--- src/rtl/alu_arbiter_if.sv ---
// Purpose: requester/response/ALU bundle shared by the two-port ALU arbiter.
// Latency: none (wires only).
// Backpressure: valid/ready on the request side and on the response side.
// Ports: req0_*/req1_* request handshake and operands, resp0_*/resp1_* response
//        handshake with shared resp_result/resp_cout, alu_* operand and result
//        lines to/from the registered add/subtract ALU.
//        slave = arbiter view, master = requesters + ALU view.
interface alu_arbiter_if #(
   parameter int DATA_BITS = 8
);
   logic                 req0_valid;
   logic                 req1_valid;
   logic                 req0_ready;
   logic                 req1_ready;
   logic [DATA_BITS-1:0] req0_a;
   logic [DATA_BITS-1:0] req1_a;
   logic [DATA_BITS-1:0] req0_b;
   logic [DATA_BITS-1:0] req1_b;
   logic                 req0_sub;
   logic                 req1_sub;

   logic                 resp0_valid;
   logic                 resp1_valid;
   logic                 resp0_ready;
   logic                 resp1_ready;
   logic [DATA_BITS-1:0] resp_result;
   logic                 resp_cout;

   logic [DATA_BITS-1:0] alu_a;
   logic [DATA_BITS-1:0] alu_b;
   logic                 alu_cin;
   logic [DATA_BITS-1:0] alu_result;
   logic                 alu_cout;

   modport slave (
      input  req0_valid, req1_valid, req0_a, req1_a, req0_b, req1_b,
             req0_sub, req1_sub, resp0_ready, resp1_ready,
             alu_result, alu_cout,
      output req0_ready, req1_ready, resp0_valid, resp1_valid,
             resp_result, resp_cout, alu_a, alu_b, alu_cin
   );

   modport master (
      output req0_valid, req1_valid, req0_a, req1_a, req0_b, req1_b,
             req0_sub, req1_sub, resp0_ready, resp1_ready,
             alu_result, alu_cout,
      input  req0_ready, req1_ready, resp0_valid, resp1_valid,
             resp_result, resp_cout, alu_a, alu_b, alu_cin
   );
endinterface

--- src/rtl/alu_arbiter.sv ---
// Purpose: round-robin share of one registered add/sub ALU between two requesters.
// Latency: accept at cycle T, response valid at T+1 (held until consumed).
// Backpressure: one-entry hold buffer; a pending held result stops new grants.
// Ports: clk, reset (sync, active-high); bus (alu_arbiter_if.slave) carries the
//        request handshakes/operands, the response handshakes with shared
//        result/carry, and the operand/carry-in lines to and result from the ALU.
//        DATA_BITS must match the interface instance and the ALU width.
module alu_arbiter #(
   parameter int DATA_BITS = 8
) (
   input  logic         clk,
   input  logic         reset,
   alu_arbiter_if.slave bus
);
   logic                 prio;          // preferred requester when both are valid
   logic                 inflight_v;    // an operation was issued last cycle
   logic                 inflight_tag;
   logic                 hold_v;
   logic                 hold_tag;
   logic                 hold_cout;
   logic [DATA_BITS-1:0] hold_result;

   logic                 src_v;
   logic                 src_tag;
   logic                 src_ready;
   logic                 issue_ok;
   logic                 grant0;
   logic                 grant1;

   // Response source: the hold buffer wins, otherwise the live ALU output.
   // Outputs are forced quiet while reset is high so a result in flight at
   // reset time is never presented.
   always_comb begin
      src_tag   = hold_v ? hold_tag : inflight_tag;
      src_v     = !reset && (hold_v || inflight_v);
      src_ready = src_tag ? bus.resp1_ready : bus.resp0_ready;
      // Only issue when the result landing next cycle is sure to have a home:
      // either nothing is in flight, or the in-flight result leaves this cycle.
      issue_ok  = !reset && !hold_v && (!inflight_v || src_ready);
      grant0    = issue_ok && bus.req0_valid && (!bus.req1_valid || !prio);
      grant1    = issue_ok && bus.req1_valid && (!bus.req0_valid ||  prio);
   end

   always_comb begin
      bus.req0_ready = grant0;
      bus.req1_ready = grant1;
      bus.alu_a      = '0;
      bus.alu_b      = '0;
      bus.alu_cin    = 1'b0;
      if (grant0) begin
         bus.alu_a   = bus.req0_a;
         bus.alu_b   = bus.req0_b;
         bus.alu_cin = bus.req0_sub;
      end else if (grant1) begin
         bus.alu_a   = bus.req1_a;
         bus.alu_b   = bus.req1_b;
         bus.alu_cin = bus.req1_sub;
      end
      bus.resp0_valid = src_v && !src_tag;
      bus.resp1_valid = src_v &&  src_tag;
      bus.resp_result = '0;
      bus.resp_cout   = 1'b0;
      if (src_v) begin
         bus.resp_result = hold_v ? hold_result : bus.alu_result;
         bus.resp_cout   = hold_v ? hold_cout   : bus.alu_cout;
      end
   end

   always_ff @(posedge clk) begin
      if (reset) begin
         prio         <= 1'b0;
         inflight_v   <= 1'b0;
         inflight_tag <= 1'b0;
         hold_v       <= 1'b0;
         hold_tag     <= 1'b0;
         hold_cout    <= 1'b0;
         hold_result  <= '0;
      end else begin
         inflight_v <= grant0 || grant1;
         if (grant0 || grant1) begin
            inflight_tag <= grant1;
            prio         <= !grant1;
         end
         // With hold_v clear, src_* refer to the in-flight result.
         if (inflight_v && !hold_v && !src_ready) begin
            hold_v      <= 1'b1;
            hold_tag    <= inflight_tag;
            hold_result <= bus.alu_result;
            hold_cout   <= bus.alu_cout;
         end else if (hold_v && src_ready) begin
            hold_v <= 1'b0;
         end
      end
   end

   // A filled hold buffer blocks issue, so it can never coexist with a new
   // in-flight operation.
   assert property (@(posedge clk) disable iff (reset) !(hold_v && inflight_v));

endmodule

--- src/flat_wrapper.sv ---
// flat-port wrapper written by rule: the top's interface ports become plain ports
module alu_arbiter_flat 
#(
   parameter int DATA_BITS = 8
)
  (clk, reset, bus_req0_valid, bus_req1_valid, bus_req0_a, bus_req1_a, bus_req0_b, bus_req1_b, bus_req0_sub, bus_req1_sub, bus_resp0_ready, bus_resp1_ready, bus_alu_result, bus_alu_cout, bus_req0_ready, bus_req1_ready, bus_resp0_valid, bus_resp1_valid, bus_resp_result, bus_resp_cout, bus_alu_a, bus_alu_b, bus_alu_cin);
  alu_arbiter_if #(.DATA_BITS(DATA_BITS)) bus_i ();
  input  logic clk;
  input  logic reset;
  input wire logic [$bits(bus_i.req0_valid)-1:0] bus_req0_valid;
  input wire logic [$bits(bus_i.req1_valid)-1:0] bus_req1_valid;
  input wire logic [$bits(bus_i.req0_a)-1:0] bus_req0_a;
  input wire logic [$bits(bus_i.req1_a)-1:0] bus_req1_a;
  input wire logic [$bits(bus_i.req0_b)-1:0] bus_req0_b;
  input wire logic [$bits(bus_i.req1_b)-1:0] bus_req1_b;
  input wire logic [$bits(bus_i.req0_sub)-1:0] bus_req0_sub;
  input wire logic [$bits(bus_i.req1_sub)-1:0] bus_req1_sub;
  input wire logic [$bits(bus_i.resp0_ready)-1:0] bus_resp0_ready;
  input wire logic [$bits(bus_i.resp1_ready)-1:0] bus_resp1_ready;
  input wire logic [$bits(bus_i.alu_result)-1:0] bus_alu_result;
  input wire logic [$bits(bus_i.alu_cout)-1:0] bus_alu_cout;
  output wire logic [$bits(bus_i.req0_ready)-1:0] bus_req0_ready;
  output wire logic [$bits(bus_i.req1_ready)-1:0] bus_req1_ready;
  output wire logic [$bits(bus_i.resp0_valid)-1:0] bus_resp0_valid;
  output wire logic [$bits(bus_i.resp1_valid)-1:0] bus_resp1_valid;
  output wire logic [$bits(bus_i.resp_result)-1:0] bus_resp_result;
  output wire logic [$bits(bus_i.resp_cout)-1:0] bus_resp_cout;
  output wire logic [$bits(bus_i.alu_a)-1:0] bus_alu_a;
  output wire logic [$bits(bus_i.alu_b)-1:0] bus_alu_b;
  output wire logic [$bits(bus_i.alu_cin)-1:0] bus_alu_cin;
  assign bus_i.req0_valid = bus_req0_valid;
  assign bus_i.req1_valid = bus_req1_valid;
  assign bus_i.req0_a = bus_req0_a;
  assign bus_i.req1_a = bus_req1_a;
  assign bus_i.req0_b = bus_req0_b;
  assign bus_i.req1_b = bus_req1_b;
  assign bus_i.req0_sub = bus_req0_sub;
  assign bus_i.req1_sub = bus_req1_sub;
  assign bus_i.resp0_ready = bus_resp0_ready;
  assign bus_i.resp1_ready = bus_resp1_ready;
  assign bus_i.alu_result = bus_alu_result;
  assign bus_i.alu_cout = bus_alu_cout;
  assign bus_req0_ready = bus_i.req0_ready;
  assign bus_req1_ready = bus_i.req1_ready;
  assign bus_resp0_valid = bus_i.resp0_valid;
  assign bus_resp1_valid = bus_i.resp1_valid;
  assign bus_resp_result = bus_i.resp_result;
  assign bus_resp_cout = bus_i.resp_cout;
  assign bus_alu_a = bus_i.alu_a;
  assign bus_alu_b = bus_i.alu_b;
  assign bus_alu_cin = bus_i.alu_cin;
  alu_arbiter #(.DATA_BITS(DATA_BITS)) u_core (.clk(clk), .reset(reset), .bus(bus_i));
endmodule
--- config.mk ---
export PLATFORM = sky130hd
export DESIGN_NAME = alu_arbiter_flat
export DESIGN_NICKNAME = d
export VERILOG_FILES = /design/src/rtl/alu_arbiter_if.sv /design/src/rtl/alu_arbiter.sv /design/src/flat_wrapper.sv
export SDC_FILE = /design/constraint.sdc
export NUM_CORES = 1
export LEC_CHECK = 0
export CAP_MARGIN = 25
export CORE_ASPECT_RATIO = 2
export CORE_MARGIN = 10
export CORE_UTILIZATION = 34
export CTS_BUF_LIST = sky130_fd_sc_hd__clkbuf_8 sky130_fd_sc_hd__clkbuf_16
export CTS_CLUSTER_DIAMETER = 200
export DETAILED_ROUTE_END_ITERATION = 10
export PLACE_DENSITY = 0.76
export SETUP_SLACK_MARGIN = 0.15
export SLEW_MARGIN = 20
export SYNTH_ARGS = -nofsm -noshare
export SYNTH_HDL_FRONTEND = slang
export SYNTH_SLANG_ARGS = --single-unit
--- constraint.sdc ---
create_clock -name clk -period 1.3 [get_ports clk]
set_input_delay 0.13 -clock clk [delete_from_list [all_inputs] [get_ports clk]]
set_output_delay 0.13 -clock clk [all_outputs]
set_load 0.05 [all_outputs]
**Yosys cells after proc, flatten, opt, wreduce, memory -nomap -nowiden**

Index checks and enable logic that the tools add are counted.

- Flip-flop bits (word level): 14
- Input bits: 49
- Output and inout port bits: 30
- Word-level logic and storage cells: 48

- Multiplexer cells: 14
- Reduce and logical (&&, ||, !) cells: 27

Operators by type and width:

| kind | count |
|---|---|
| 8-bit two-way mux | 6 |
| 1-bit logical AND | 12 |
| 1-bit zero test | 9 |
| 1-bit two-way mux | 8 |
| 1-bit logical OR | 5 |
| 2-bit nonzero test | 1 |

**Depth between registers and ports, before layout**

Gate-level depths: netlist (run 1).

- Depth after elaboration: 8
- Gate-level depth with buffers: 5
- Gate-level depth less buffers: 3

**Worst setup path before layout (run 1)**

Ideal clock, no wire load.

- Kind: reg-to-output
- Start: register u_core.hold_v
- End: output port bus_req0_ready
- Arrival: 1.750 ns
- Required time: 1.170 ns
- Path slack: -0.580 ns
- Cell stages (with the launch flop): 6
- Buffers on the path: 2
- Path through: dfxtp_1 > buf_6 > or2_1 > buf_2 > nand2b_1 > a21oi_1

- Longest elaborated chain between the ends: 6
- Elaborated cells on any way between the ends: 8
- Classes of those cells: mux (2); reduce/logical (6)

Ends and longest elaborated chain:

| item | RTL line | source |
|---|---|---|
| start, declared | alu_arbiter.sv:18 | `logic hold_v;` |
| start signal, assigned | alu_arbiter.sv:74 | `hold_v <= 1'b0;` |
| start signal, assigned | alu_arbiter.sv:86 | `hold_v <= 1'b1;` |
| start signal, assigned | alu_arbiter.sv:91 | `hold_v <= 1'b0;` |
| 1-bit two-way mux | alu_arbiter.sv:34 | `src_tag = hold_v ? hold_tag : inflight_tag;` |
| 1-bit two-way mux | alu_arbiter.sv:36 | `src_ready = src_tag ? bus.resp1_ready : bus.resp0_ready;` |
| 1-bit logical OR | alu_arbiter.sv:39 | `issue_ok = !reset && !hold_v && (!inflight_v \|\| src_ready);` |
| 1-bit logical AND (*) | alu_arbiter.sv:39 |  |
| 1-bit logical AND (*) (2 in series) | alu_arbiter.sv:40 | `grant0 = issue_ok && bus.req0_valid && (!bus.req1_valid \|\| !prio);` |
| end, declared | flat_wrapper.sv:22 | `output wire logic [$bits(bus_i.req0_ready)-1:0] bus_req0_ready;` |

Every way passes the cells marked *; elsewhere a longest branch is shown, timed or not.

**Final worst setup path (run 1)**

- Start: register u_core.hold_v
- End: output port bus_alu_a[0]

- Longest elaborated chain between the ends: 8
- Elaborated cells on any way between the ends: 12
- Classes of those cells: mux (4); reduce/logical (8)

Ends and longest elaborated chain:

| item | RTL line | source |
|---|---|---|
| 1-bit two-way mux | alu_arbiter.sv:34 |  |
| 1-bit two-way mux | alu_arbiter.sv:36 |  |
| 1-bit logical OR | alu_arbiter.sv:39 |  |
| 1-bit logical AND (*) | alu_arbiter.sv:39 |  |
| 1-bit logical AND (2 in series) | alu_arbiter.sv:41 | `grant1 = issue_ok && bus.req1_valid && (!bus.req0_valid \|\| prio);` |
| 8-bit two-way mux | alu_arbiter.sv:54 | `end else if (grant1) begin` |
| 8-bit two-way mux (*) | alu_arbiter.sv:50 | `if (grant0) begin` |
| end, declared | flat_wrapper.sv:28 | `output wire logic [$bits(bus_i.alu_a)-1:0] bus_alu_a;` |

Marked as above.

==> results.yml, run 1 <==
clock_tree:
  numCtsBuffers: 3
  htree_levels: 1
  clk_pin_slew_worst_paths_ns: 0.05
  cts_buffer_depth: 2
  clk_latency_ns: 0.25
  cts_tree: "yes"
  root_buffer: "clkbuf_8"
  cts_hold_buf: 0
  clock-sinks: 14
cells_and_area:
  layoutNonFillerInstCount: 294
  syn2layout_area_growth_pct: 126
  drive_above_1_share: 0.482
  antenna_cells: 0
  fill_cells: 217
  seq_area_um2: 287
  layout.nets: 295
  multi_input_area_mm2: 0.00115
floorplan:
  start_util: 0.358
  io_pins: 79
  die_h_um: 108
  std_cell_rows: 31
  fp.dieArea_mm2: 0.00687
  coreArea_mm2: 0.00365
  die_x_um: 63.8
routing:
  wl_met2_um: 3280
  via_per_inst: 5.80
  drtIter0Drc: 104
  vias: 1704
  routed_wl_um: 6400
  postRouteAntennaNets: 0
  dr_wl_met3_um: 626
  wl_met1_um: 2390
  drc: 0
  drt_first_pass_iters: 4
  dr.max_layer_used: "met4"
  wl_per_cell_um: 21.8
global_route:
  grt_overflow_total: 0
  grt_usage: 0.183
  grt_pass1_wl_um: 10300
  antenna_found_initial: 0
  grt_max_degree: 33
  grt_pass1_vias: 1820
setup_path:
  cp.required_ns: 1.17
  endpoint_kind: "output pin"
  critPathLaunchType: "flip-flop"
  cp.arrival_ns: 1.77
  worst-path-max-fanout: 11
  timing_worst_setup_path_type: "reg -> out"
placement:
  place.gp.congestion: 0.806
  placed_cells: 275
  place_hpwl_um: 4380
  portBuffers: 78
run:
  max-cap-violations: 0
run_status:
  violations: "negative setup slack"
  status: "complete, but fails checks"
power_and_ir_drop:
  leakagePower_nw: 1.02
  p_seq_frac: 0.210
  power_density_mw_per_mm2: 786
  p_int_mw: 1.39
  clockPowerShare: 0.185
  power_switching_uw: 928
  peakVddDrop_mv: 0.616
  power.share.switching: 0.400
  combPwrFrac: 0.606
  finalPower_mw: 2.32
logic_synthesis:
  yosysSeqAreaShare: 0.215
  avgSynthCellArea_um2: 8.88
  syn_area_mm2: 0.00131
  post_synth_num_cell_types: 29
  synth_cells: 147
  syn-num-nets: 196
  synth_seq_cells: 14
  yosys_warnings: 0
timing:
  finalWorstSetupSlack_ns: -0.597
  whs_ns: 0.483
  fin_setup_tns_ns: -16.26
  slew_violations: 0
  min_period_ns: 1.90
  slew_headroom: 0.741
  skew_ns: 0.00339
  setup_viol: 44
  fmax_mhz: 527
  worst_pin_slew_ns: 0.389
  hold_viol_final: 0
  rsz0062_at_grt: "true"
  finalCritPeriodShare: 1.46
worst_hold_path:
  hp-class: "reg -> reg"
[final cells by class]
| class | instances | share of cell area |
|---|---|---|
| timing repair buffer | 116 | 0.469 |
| tap | 49 | 0.0207 |
| inverter | 4 | 0.00508 |
| sequential | 14 | 0.0970 |
| multi-input combinational | 107 | 0.390 |
| clock buffer | 4 | 0.0186 |
[path summary, 6_finish.rpt]
path	from	end	slack, ns	depth (start not counted)
setup / recovery	u_core.hold_v	bus_alu_a[0]	-0.60	5
hold / removal	u_core.hold_result[0]	u_core.hold_result[0]	0.48	2
setup reg to reg	u_core.hold_v	u_core.inflight_v	-0.48	9
hold reg to reg	u_core.hold_result[0]	u_core.hold_result[0]	0.48	2
[Yosys cell counts, drive strengths merged]
library cell,number,area (µm²)
a21oi,11,55.1
mux2i,13,146
clkbuf,11,41.3
a32oi,17,149
nor4b,1,8.76
nor3,1,10.0
nand2,4,15.0
inv,4,15.0
mux2,1,11.3
and2,2,12.5
a211oi,19,233
o21ai,1,5.00
o21bai,1,7.51
a32o,1,10.0
a221oi,1,8.76
or2,1,6.26
a21boi,1,11.3
nand4b,9,78.8
nor2,11,41.3
dfxtp,14,280
nor2b,1,6.26
buf,11,72.6
nand2b,2,12.5
o31ai,9,67.6
[flip-flops by register name, indices dropped and copies added (netlist names)]
register / cells
u_core.hold_result: 8
u_core.inflight_tag: 1
u_core.hold_tag: 1
u_core.hold_cout: 1
u_core.prio: 1
u_core.hold_v: 1
u_core.inflight_v: 1
[per-stage QoR]
stage	setup WS (ns)	util	area (µm²)
floorplan	-0.340	-	1540
global placement	-0.428	0.705	2570
detailed placement	-0.498	0.705	2570
CTS	-0.556	0.788	2870
global route	-0.626	0.811	2960
finish	-0.597	0.811	2960
[cell usage in the layout (no fill, tap or decap), types with 2 or more instances in the layout]
| master | count |
|---|---|
| clkdlybuf4s50_1 | 48 |
| buf_6 | 29 |
| a211oi_4 | 18 |
| buf_4 | 18 |
| a32oi_1 | 17 |
| buf_12 | 16 |
| dfxtp_1 | 11 |
| a21oi_1 | 10 |
| nor2_4 | 9 |
| nand4b_1 | 9 |
| o31ai_1 | 9 |
| mux2i_1 | 8 |
| nand2_1 | 4 |
| clkbuf_8 | 4 |
| mux2i_2 | 3 |
| inv_1 | 3 |
| buf_16 | 3 |
| mux2i_4 | 2 |
| nand2b_1 | 2 |
| and2_4 | 2 |
| dfxtp_2 | 2 |
[power groups by stage]
stage	Clock, mW	Sequential, mW	Combinational (mW)
5_1_grt	0.456	0.491	1.47
3_3_place_gp	0	0.491	1.17
2_1_floorplan	0	0.480	0.730
6_report	0.429	0.487	1.41
3_5_place_dp	0	0.493	1.20
4_1_cts	0.435	0.485	1.35
[timing repair]
| action | CTS | global route |
|---|---|---|
| pin swaps | 13 | 1 |
| resized for setup | 36 | 7 |
| cloned | 3 | 1 |
| setup endpoints to repair | 44 | 44 |
| setup buffers | 6 | 5 |
[worst max-delay path, stage by stage (launching register included)]
cell,delay [ns]
dfxtp_4,0.36
buf_4,0.16
or2_2,0.36
buf_12,0.19
a211oi_4,0.25
buf_6,0.19
[layer usage]
metal	global-route usage	up-vias
met5	0	-
met4	0.0566	0
met3	0.0657	9
met2	0.315	106
met1	0.203	824
li1	-	765
[kinds of logic after synthesis]
kind of cell           Yosys count  share of synthesized area
AOI/OAI and AO/OA               61                      0.419
and+or+nand+nor                 32                      0.147
buffers and inverters           26                     0.0987
DFF                             14                      0.215
muxes                           14                      0.121
(Power assumes the default switching activity.)
==> run 2, diff against run 1 <==
--- a/config.mk
+++ b/config.mk
@@ -13,6 +13,7 @@
 export CTS_CLUSTER_DIAMETER = 200
 export DETAILED_ROUTE_END_ITERATION = 10
 export PLACE_DENSITY = 0.76
+export RECOVER_POWER = 100
 export SETUP_SLACK_MARGIN = 0.15
 export SLEW_MARGIN = 20
 export SYNTH_ARGS = -nofsm -noshare
==> results of run 2 <==
No change in the layout: final DEF, timing and power equal those of run 1.
